## config.mk

```make
export PLATFORM = sky130hd
export DESIGN_NAME = dmem_bus_bridge_flat
export DESIGN_NICKNAME = d
export VERILOG_FILES = /design/src/rtl/dmem_bus_bridge_if.sv /design/src/rtl/dmem_bus_bridge.sv /design/src/flat_wrapper.sv
export SDC_FILE = /design/constraint.sdc
export NUM_CORES = 1
export LEC_CHECK = 0
export CAP_MARGIN = 20
export CELL_PAD_IN_SITES_DETAIL_PLACEMENT = 1
export CELL_PAD_IN_SITES_GLOBAL_PLACEMENT = 1
export CORE_MARGIN = 4
export CORE_UTILIZATION = 30
export DETAILED_ROUTE_END_ITERATION = 10
export PLACE_DENSITY_LB_ADDON = 0.25
export REMOVE_ABC_BUFFERS = 1
export SLEW_MARGIN = 30
export SYNTH_ARGS = -nofsm -noshare
export SYNTH_HDL_FRONTEND = slang
export SYNTH_SLANG_ARGS = --single-unit
```

## constraint.sdc

```tcl
create_clock -name clk -period 2.7 [get_ports clk]
set_input_delay 0.54 -clock clk [delete_from_list [all_inputs] [get_ports clk]]
set_output_delay 0.54 -clock clk [all_outputs]
set_load 0.03 [all_outputs]
```

## src/rtl/dmem_bus_bridge_if.sv

```systemverilog
// Data-bus side of the MEM-stage bridge: request channel (valid/ready) plus 1-cycle response strobe.
// master = bridge, slave = bus agent / memory.
interface dmem_bus_bridge_if;
  logic        bus_req_valid;
  logic        bus_req_ready;
  logic [63:0] bus_addr;
  logic        bus_we;
  logic [63:0] bus_wdata;
  logic [7:0]  bus_be;
  logic        bus_rsp_valid;
  logic [63:0] bus_rsp_rdata;
  logic        bus_rsp_err;

  modport master (
    output bus_req_valid, bus_addr, bus_we, bus_wdata, bus_be,
    input  bus_req_ready, bus_rsp_valid, bus_rsp_rdata, bus_rsp_err
  );

  modport slave (
    input  bus_req_valid, bus_addr, bus_we, bus_wdata, bus_be,
    output bus_req_ready, bus_rsp_valid, bus_rsp_rdata, bus_rsp_err
  );
endinterface

```

## src/rtl/dmem_bus_bridge.sv

```systemverilog
// Bridges the MEM stage's single-cycle load/store into a valid/ready bus request and waits for its response.
// Latency: 3 stall cycles minimum, result in the 4th; backpressure: stalls the pipeline until rsp or timeout.
module dmem_bus_bridge #(
  parameter int unsigned TIMEOUT_CYCLES = 255,
  parameter int unsigned CNT_W          = 8
) (
  input  logic                 clk,
  input  logic                 rst_n,
  input  logic                 cpu_req,
  input  logic                 cpu_we,
  input  logic [63:0]          cpu_addr,
  input  logic [63:0]          cpu_wdata,
  input  logic [7:0]           cpu_be,
  output logic                 cpu_stall,
  output logic [63:0]          cpu_rdata,
  output logic                 cpu_err,
  dmem_bus_bridge_if.master    bus
);

  typedef enum logic [1:0] {
    IDLE     = 2'd0,
    REQ      = 2'd1,
    WAIT_RSP = 2'd2,
    DONE     = 2'd3
  } state_t;

  localparam logic [CNT_W-1:0] TIMEOUT_LIM = CNT_W'(TIMEOUT_CYCLES);

  state_t            state_q;
  state_t            state_d;
  logic [CNT_W-1:0]  cnt_q;
  logic [CNT_W-1:0]  cnt_inc;
  logic              timeout_hit;

  logic [63:0]       addr_q;
  logic [63:0]       wdata_q;
  logic [7:0]        be_q;
  logic              we_q;
  logic [63:0]       rdata_q;
  logic              err_q;

  assign cnt_inc = cnt_q + 1'b1;
  // Fires in the WAIT_RSP cycle whose count reaches the limit, giving exactly TIMEOUT_CYCLES wait cycles.
  assign timeout_hit = (TIMEOUT_CYCLES != 0) && (cnt_inc == TIMEOUT_LIM);

  // State register
  always_ff @(posedge clk or negedge rst_n) begin
    if (!rst_n) begin
      state_q <= IDLE;
    end else begin
      state_q <= state_d;
    end
  end

  // Next-state logic
  always_comb begin
    state_d = state_q;
    unique case (state_q)
      IDLE:     if (cpu_req)                          state_d = REQ;
      REQ:      if (bus.bus_req_ready)                state_d = WAIT_RSP;
      WAIT_RSP: if (bus.bus_rsp_valid || timeout_hit) state_d = DONE;
      DONE:                                           state_d = IDLE;
      default:                                        state_d = IDLE;
    endcase
  end

  // Output logic
  always_comb begin
    cpu_stall         = 1'b0;
    cpu_err           = 1'b0;
    bus.bus_req_valid = 1'b0;
    unique case (state_q)
      // Gated by rst_n so the stall is dropped the moment reset asserts, even with cpu_req held.
      IDLE:     cpu_stall = cpu_req & rst_n;
      REQ: begin
        cpu_stall         = 1'b1;
        bus.bus_req_valid = 1'b1;
      end
      WAIT_RSP: cpu_stall = 1'b1;
      DONE:     cpu_err   = err_q;
      default:  cpu_stall = 1'b0;
    endcase
  end

  // Request capture, timeout counter and response registers
  always_ff @(posedge clk or negedge rst_n) begin
    if (!rst_n) begin
      addr_q  <= '0;
      wdata_q <= '0;
      be_q    <= '0;
      we_q    <= 1'b0;
      cnt_q   <= '0;
      rdata_q <= '0;
      err_q   <= 1'b0;
    end else begin
      unique case (state_q)
        IDLE: begin
          if (cpu_req) begin
            addr_q  <= cpu_addr;
            wdata_q <= cpu_wdata;
            be_q    <= cpu_be;
            we_q    <= cpu_we;
          end
        end
        REQ: begin
          if (bus.bus_req_ready) begin
            cnt_q <= '0;
          end
        end
        WAIT_RSP: begin
          cnt_q <= cnt_inc;
          // A response in the timeout cycle still completes normally.
          if (bus.bus_rsp_valid) begin
            rdata_q <= we_q ? 64'd0 : bus.bus_rsp_rdata;
            err_q   <= bus.bus_rsp_err;
          end else if (timeout_hit) begin
            rdata_q <= 64'd0;
            err_q   <= 1'b1;
          end
        end
        DONE: begin
          err_q <= 1'b0;
        end
        default: begin
          cnt_q <= '0;
        end
      endcase
    end
  end

  assign cpu_rdata     = rdata_q;
  assign bus.bus_addr  = addr_q;
  assign bus.bus_we    = we_q;
  assign bus.bus_wdata = wdata_q;
  assign bus.bus_be    = be_q;

endmodule

```

## src/flat_wrapper.sv

```systemverilog
// flat-port wrapper written by rule: the top's interface ports become plain ports
module dmem_bus_bridge_flat 
#(
  parameter int unsigned TIMEOUT_CYCLES = 255,
  parameter int unsigned CNT_W          = 8
)
  (clk, rst_n, cpu_req, cpu_we, cpu_addr, cpu_wdata, cpu_be, cpu_stall, cpu_rdata, cpu_err, bus_bus_req_valid, bus_bus_addr, bus_bus_we, bus_bus_wdata, bus_bus_be, bus_bus_req_ready, bus_bus_rsp_valid, bus_bus_rsp_rdata, bus_bus_rsp_err);
  dmem_bus_bridge_if bus_i ();
  input  logic clk;
  input  logic rst_n;
  input  logic cpu_req;
  input  logic cpu_we;
  input  logic [63:0] cpu_addr;
  input  logic [63:0] cpu_wdata;
  input  logic [7:0] cpu_be;
  output logic cpu_stall;
  output logic [63:0] cpu_rdata;
  output logic cpu_err;
  output wire logic [$bits(bus_i.bus_req_valid)-1:0] bus_bus_req_valid;
  output wire logic [$bits(bus_i.bus_addr)-1:0] bus_bus_addr;
  output wire logic [$bits(bus_i.bus_we)-1:0] bus_bus_we;
  output wire logic [$bits(bus_i.bus_wdata)-1:0] bus_bus_wdata;
  output wire logic [$bits(bus_i.bus_be)-1:0] bus_bus_be;
  input wire logic [$bits(bus_i.bus_req_ready)-1:0] bus_bus_req_ready;
  input wire logic [$bits(bus_i.bus_rsp_valid)-1:0] bus_bus_rsp_valid;
  input wire logic [$bits(bus_i.bus_rsp_rdata)-1:0] bus_bus_rsp_rdata;
  input wire logic [$bits(bus_i.bus_rsp_err)-1:0] bus_bus_rsp_err;
  assign bus_bus_req_valid = bus_i.bus_req_valid;
  assign bus_bus_addr = bus_i.bus_addr;
  assign bus_bus_we = bus_i.bus_we;
  assign bus_bus_wdata = bus_i.bus_wdata;
  assign bus_bus_be = bus_i.bus_be;
  assign bus_i.bus_req_ready = bus_bus_req_ready;
  assign bus_i.bus_rsp_valid = bus_bus_rsp_valid;
  assign bus_i.bus_rsp_rdata = bus_bus_rsp_rdata;
  assign bus_i.bus_rsp_err = bus_bus_rsp_err;
  dmem_bus_bridge #(.TIMEOUT_CYCLES(TIMEOUT_CYCLES), .CNT_W(CNT_W)) u_core (.clk(clk), .rst_n(rst_n), .cpu_req(cpu_req), .cpu_we(cpu_we), .cpu_addr(cpu_addr), .cpu_wdata(cpu_wdata), .cpu_be(cpu_be), .cpu_stall(cpu_stall), .cpu_rdata(cpu_rdata), .cpu_err(cpu_err), .bus(bus_i));
endmodule
```

# Word level (Yosys, flattened, before mapping)

Cells that the tools add are included.

Flip-flop bits (word level): 212
Output and inout bits: 204
Input port bits: 207
Logic and storage cells: 44

Muxes and demuxes: 15
Bitwise operators: 1
Add/subtract/negate cells: 1
Equality and inequality tests: 8
Reductions and logical operators: 11

Operators with widths:

| cell                | count |
|---|---|
| $mux 64             | 3 |
| $pmux 8 s2          | 1 |
| $add 8x1->8 const B | 1 |
| $eq 8x8->1 const B  | 1 |
| $mux 8              | 1 |
| $pmux 2 s4          | 1 |
| $reduce_and 2->1    | 4 |
| $mux 2              | 3 |
| $reduce_bool 2->1   | 3 |
| $eq 2x2->1 const B  | 2 |
| $mux 1              | 4 |
| $ne 2x2->1 const B  | 2 |
| $pmux 1 s2          | 2 |
| $ne 3x2->1 const B  | 1 |
| $reduce_and 3->1    | 1 |
| $eq 2x1->1 const B  | 1 |
| $logic_not 2->1     | 1 |
| $ne 2x1->1 const B  | 1 |
| $reduce_or 2->1     | 1 |
| $and 1x1->1         | 1 |
| $logic_or 1x1->1    | 1 |

# Logic depth before layout (Yosys ltp)

Word-level depth: 5
Gate-level depth with buffers: 9

# Worst setup path before layout

OpenSTA, ideal clock, no wires.

Kind: register to register
Start point: reg u_core.cnt_q[0]
End point: reg u_core.rdata_q[0] (netlist: u_core.cpu_rdata[0])
Path buffers: 2
Stages on the path, launching flop included: 9
Data required time: 2.579 ns
Arrival time: 1.911 ns
Clock period less this slack: 2.032 ns
Slack: 0.668 ns
Cells stage by stage: dfrtp_1 > ha_1 > xnor2_1 > or3_1 > o21ba_2 > nand2b_4 > buf_6 > buf_6 > a22o_1

Longest elaborated chain between the ends: 4

RTL lines:

| what                               | RTL line               | text |
|---|---|---|
| start: declaration                 | dmem_bus_bridge.sv:31  | `logic [CNT_W-1:0] cnt_q;` |
| start signal: assignment           | dmem_bus_bridge.sv:111 | `cnt_q <= cnt_inc;` |
| $add 8x1->8                        | dmem_bus_bridge.sv:42  | `assign cnt_inc = cnt_q + 1'b1;` |
| $eq 8x8->1                         | dmem_bus_bridge.sv:44  | `assign timeout_hit = (TIMEOUT_CYCLES != 0) && (cnt_inc == TIMEOUT_LIM);` |
| $reduce_bool 2->1 (no source line) | n/a                    |  |
| $reduce_and 2->1 (no source line)  | n/a                    |  |
| end signal: assignment             | dmem_bus_bridge.sv:114 | `rdata_q <= we_q ? 64'd0 : bus.bus_rsp_rdata;` |
| end: declaration                   | dmem_bus_bridge.sv:39  | `logic [63:0] rdata_q;` |

No other way between the ends.
A chain may end at the register's enable or synchronous reset.

# Worst setup path after layout

Start point: reg u_core.state_q[0]
End point: out cpu_err

Longest elaborated chain between the ends: 2

RTL lines:

| what                     | RTL line              | text |
|---|---|---|
| start: declaration       | dmem_bus_bridge.sv:29 | `state_t state_q;` |
| start signal: assignment | dmem_bus_bridge.sv:51 | `state_q <= state_d;` |
| $eq 2x2->1               | dmem_bus_bridge.sv:72 | `unique case (state_q)` |
| $mux 1                   | dmem_bus_bridge.sv:72 |  |
| end: declaration         | flat_wrapper.sv:18    | `output logic cpu_err;` |

No other way between the ends.

==> results by group <==
Logic synthesis
  – Avg Cell Area, Syn: 15.7 um^2
  – Yosys cell types: 31
  – Async set-reset flop share out of synthesis: 100%
  – Mux cell area share after synthesis: 19.4%
  – Synth Area in XOR/XNOR: 0.218%
  – EDFF count, synth: 0
  – Largest family of logic cells by synthesized area: multiplexers
  – Primary FF master, synth: dfrtp_1
  – Post-Synthesis Cells: 513
  – Synthesized cell area: 0.00803 mm^2
  – Largest cells by area after synthesis: dfrtp_1 (66%), mux2_2 (19%), a22o_1 (7.5%), ha_1 (1.1%), clkbuf_1 (1.0%)
  – Synth Area in Compound Gates: 8.80%
  – Largest area contributor in the synthesized netlist: dfrtp_1
  – Seq/Total Area, Yosys: 66.1%
  – Syn. warnings: 0
  – Top-area cell type share of the netlist area: 66.1%
  – Synthesized flop and latch total: 212
  – Area share of fa/ha/maj cells after synthesis: 1.09%
  – Synth Area in Simple Gates: 2.12%

Floorplanning
  – Die H: 172 um
  – Die ar.: 0.0294 mm^2
  – Initial Utilization: 30.6%
  – Io pins: 411
  – Chip Width: 172 um
  – Num rows: 59
  – Core area: 0.0262 mm^2

Clocking
  – Post-CTS resize count: 0
  – Clock Tree Buf Depth: 3
  – Post-CTS Hold Buffers: 1
  – CTS Sinks: 212
  – Clock transition at the registers of the reported paths: 50 ps
  – Post-CTS setup buffers: 0
  – Worst-Skew Late Latency: 510 ps
  – Total CTS buffers: 25
  – TritonCTS clock tree: built
  – Root buffer cell: clkbuf_16
  – H-tree Lvls: 1

Critical path
  – Crit path cell chain: ha_1 > and2_1 > clkdlybuf4s50_1
  – Worst EP required: 2160 ps
  – Worst-path fanout max: 4
  – CP max-delay cell: clkdlybuf4s50_1
  – CP max stage delay: 690 ps
  – CP arrival: 2020 ps
  – Crit Path Class: flop to primary output
  – CP Launch Type: flop
  – CP endpoint kind: primary output

STA
  – Slew headroom: 49.8%
  – Slew Viols, Final: 0
  – RSZ-0062 raised after global routing: false
  – Final setup violation count: 0
  – Fin crit share: 94.8%
  – Slew @ Worst Pin: 753 ps
  – Skew final: 14.7 ps
  – Fin. Hold Viols: 0
  – Min Clock Period, post-route: 2560 ps
  – TNS Setup: 0 ps
  – Max frequency: 0.391 GHz

Drt
  – Vias per inst: 4.70
  – Antenna Violating Nets Remaining: 0
  – Total routed wirelength: 27200 um
  – WL per Instance: 21.1 um
  – Drt drc: 0
  – First DRT Iteration DRCs: 264
  – Vias: 6056
  – Pre-antenna DRT Iters: 4

Layout
  – Nets@finish: 1149
  – Multi-input gate area: 0.00254 mm^2
  – Layout fillers: 2642
  – FF/Latch Area: 0.00531 mm^2
  – Share of layout cells above drive strength 1: 20.5%
  – Area Growth Syn to Fin: 66.9%
  – Post-route cell area: 0.0134 mm^2
  – Non-Filler Instances: 1289

Global route
  – Largest net degree at the start of global routing: 127
  – First-pass GRT wire length: 39700 um
  – Initial antenna violation count: 1
  – GRT Overall Usage: 17.4%
  – Number of global-route vias before repair: 6665
  – Grt ovf: 0

Placed design
  – GP Congestion: 0.781
  – Cell Count Post-Placement: 1242
  – I/O Buffers: 410
  – Area after DPL: 0.0126 mm^2
  – Half-perimeter wire length after placement: 20300 um

Power
  – Pwr per Cell Area: 1360 mW/mm^2
  – Largest vdd supply drop: 0.739 mV
  – LEAKAGE: 5.74 nW
  – Tot Pwr: 18.3 mW

Run
  – Max-Cap Viols: 0

Min path
  – HP Class: input pin to async pin

Status
  – Outcome: finished clean
path summary, 6_finish.rpt:
check	start	endpoint	slack, ps	cells past startpoint
min	rst_n	u_core.bus.bus_addr[50]$_DFFE_PN0P_	470	2
min reg2reg	u_core.cpu_rdata[4]$_DFFE_PN0P_	u_core.cpu_rdata[4]$_DFFE_PN0P_	500	1
max	u_core.state_q[0]$_DFFE_PN0P_	cpu_err	140	3
min in group clk	u_core.cpu_rdata[4]$_DFFE_PN0P_	u_core.cpu_rdata[4]$_DFFE_PN0P_	500	1
max in group asynchronous	rst_n	u_core.bus.bus_be[4]$_DFFE_PN0P_	1240	3
max reg2reg	u_core.cnt_q[0]$_DFFE_PN0P_	u_core.cpu_rdata[14]$_DFFE_PN0P_	350	7
kinds of logic after synthesis:
logic type,count (synthesis)
compound gates,86
xor+xnor,2
fa+ha+maj,7
simple gates,32
buf+inv,36
flops,212
mux,138
power by group:
part           leakage, nW  switching, mW  internal (mW)  total [mW]
clock                0.391           1.30           1.96        3.26
combinational         2.75           5.14           4.33        9.47
sequential            2.60          0.821           4.72        5.54
total                 5.74           7.26           11.0        18.3
metal layers:
layer	routed length (um)	GRT usage, %	vias up
met5	13	0	-
met4	1070	6.44	2
met3	2050	4.92	52
met2	14200	31.3	226
met1	9890	19.5	3063
li1	-	-	2713
flip-flops by register name (all words and copies together) (netlist names):
name and flops:
u_core.bus.bus_be 8, u_core.err_q 1, u_core.bus.bus_we 1, u_core.bus.bus_addr 64, u_core.state_q 2, u_core.bus.bus_wdata 64
u_core.cpu_rdata 64, u_core.cnt_q 8
placed cells by master, fill, tap and decap left out, types with 8 or more instances in the layout:
cell type,Yosys,layout
nand2_1,11,10
clkdlybuf4s50_1,0,408
o21ai_0,9,9
buf_4,0,8
mux2_2,138,138
dfrtp_1,212,212
clkbuf_16,0,25
clkbuf_1,22,8
a22o_1,69,69
synthesized netlist by cell type, drive strengths merged (2+ instances only):
master and number:
buf 8, inv 6, clkbuf 22, ha 7
nand2 11, mux2 138, dfrtp 212, nor2 3
nand2b 3, or4 2, a22o 69, a31oi 2
nand3 6, o21ai 10
worst max-delay path, delay by kind of cell (launching register included):
kind	cells	cell delay, ps
buffers and inverters	1	690
flip-flops	1	410
adder cells (fa/ha/maj)	1	240
AND/OR/NAND/NOR	1	170
final cells by class:
class,instances,share of cell area (%)
Clock inverter,6,0.430
Antenna cell,1,0.0187
Tap cell,335,3.13
Clock buffer,39,5.51
Multi-Input combinational cell,265,19.0
Timing Repair Buffer,425,32.2
Sequential cell,212,39.6
Inverter,6,0.168
metrics by stage:
step                util, %  hold WS, ps  setup slack (ps)
finish                 51.1          466               140
global route           51.1          466              10.3
CTS                    51.1          441              88.0
detailed placement     48.0          431               379
global placement       48.0          427               468
floorplan                 -          244             -1510
(Power assumes the default switching activity.)
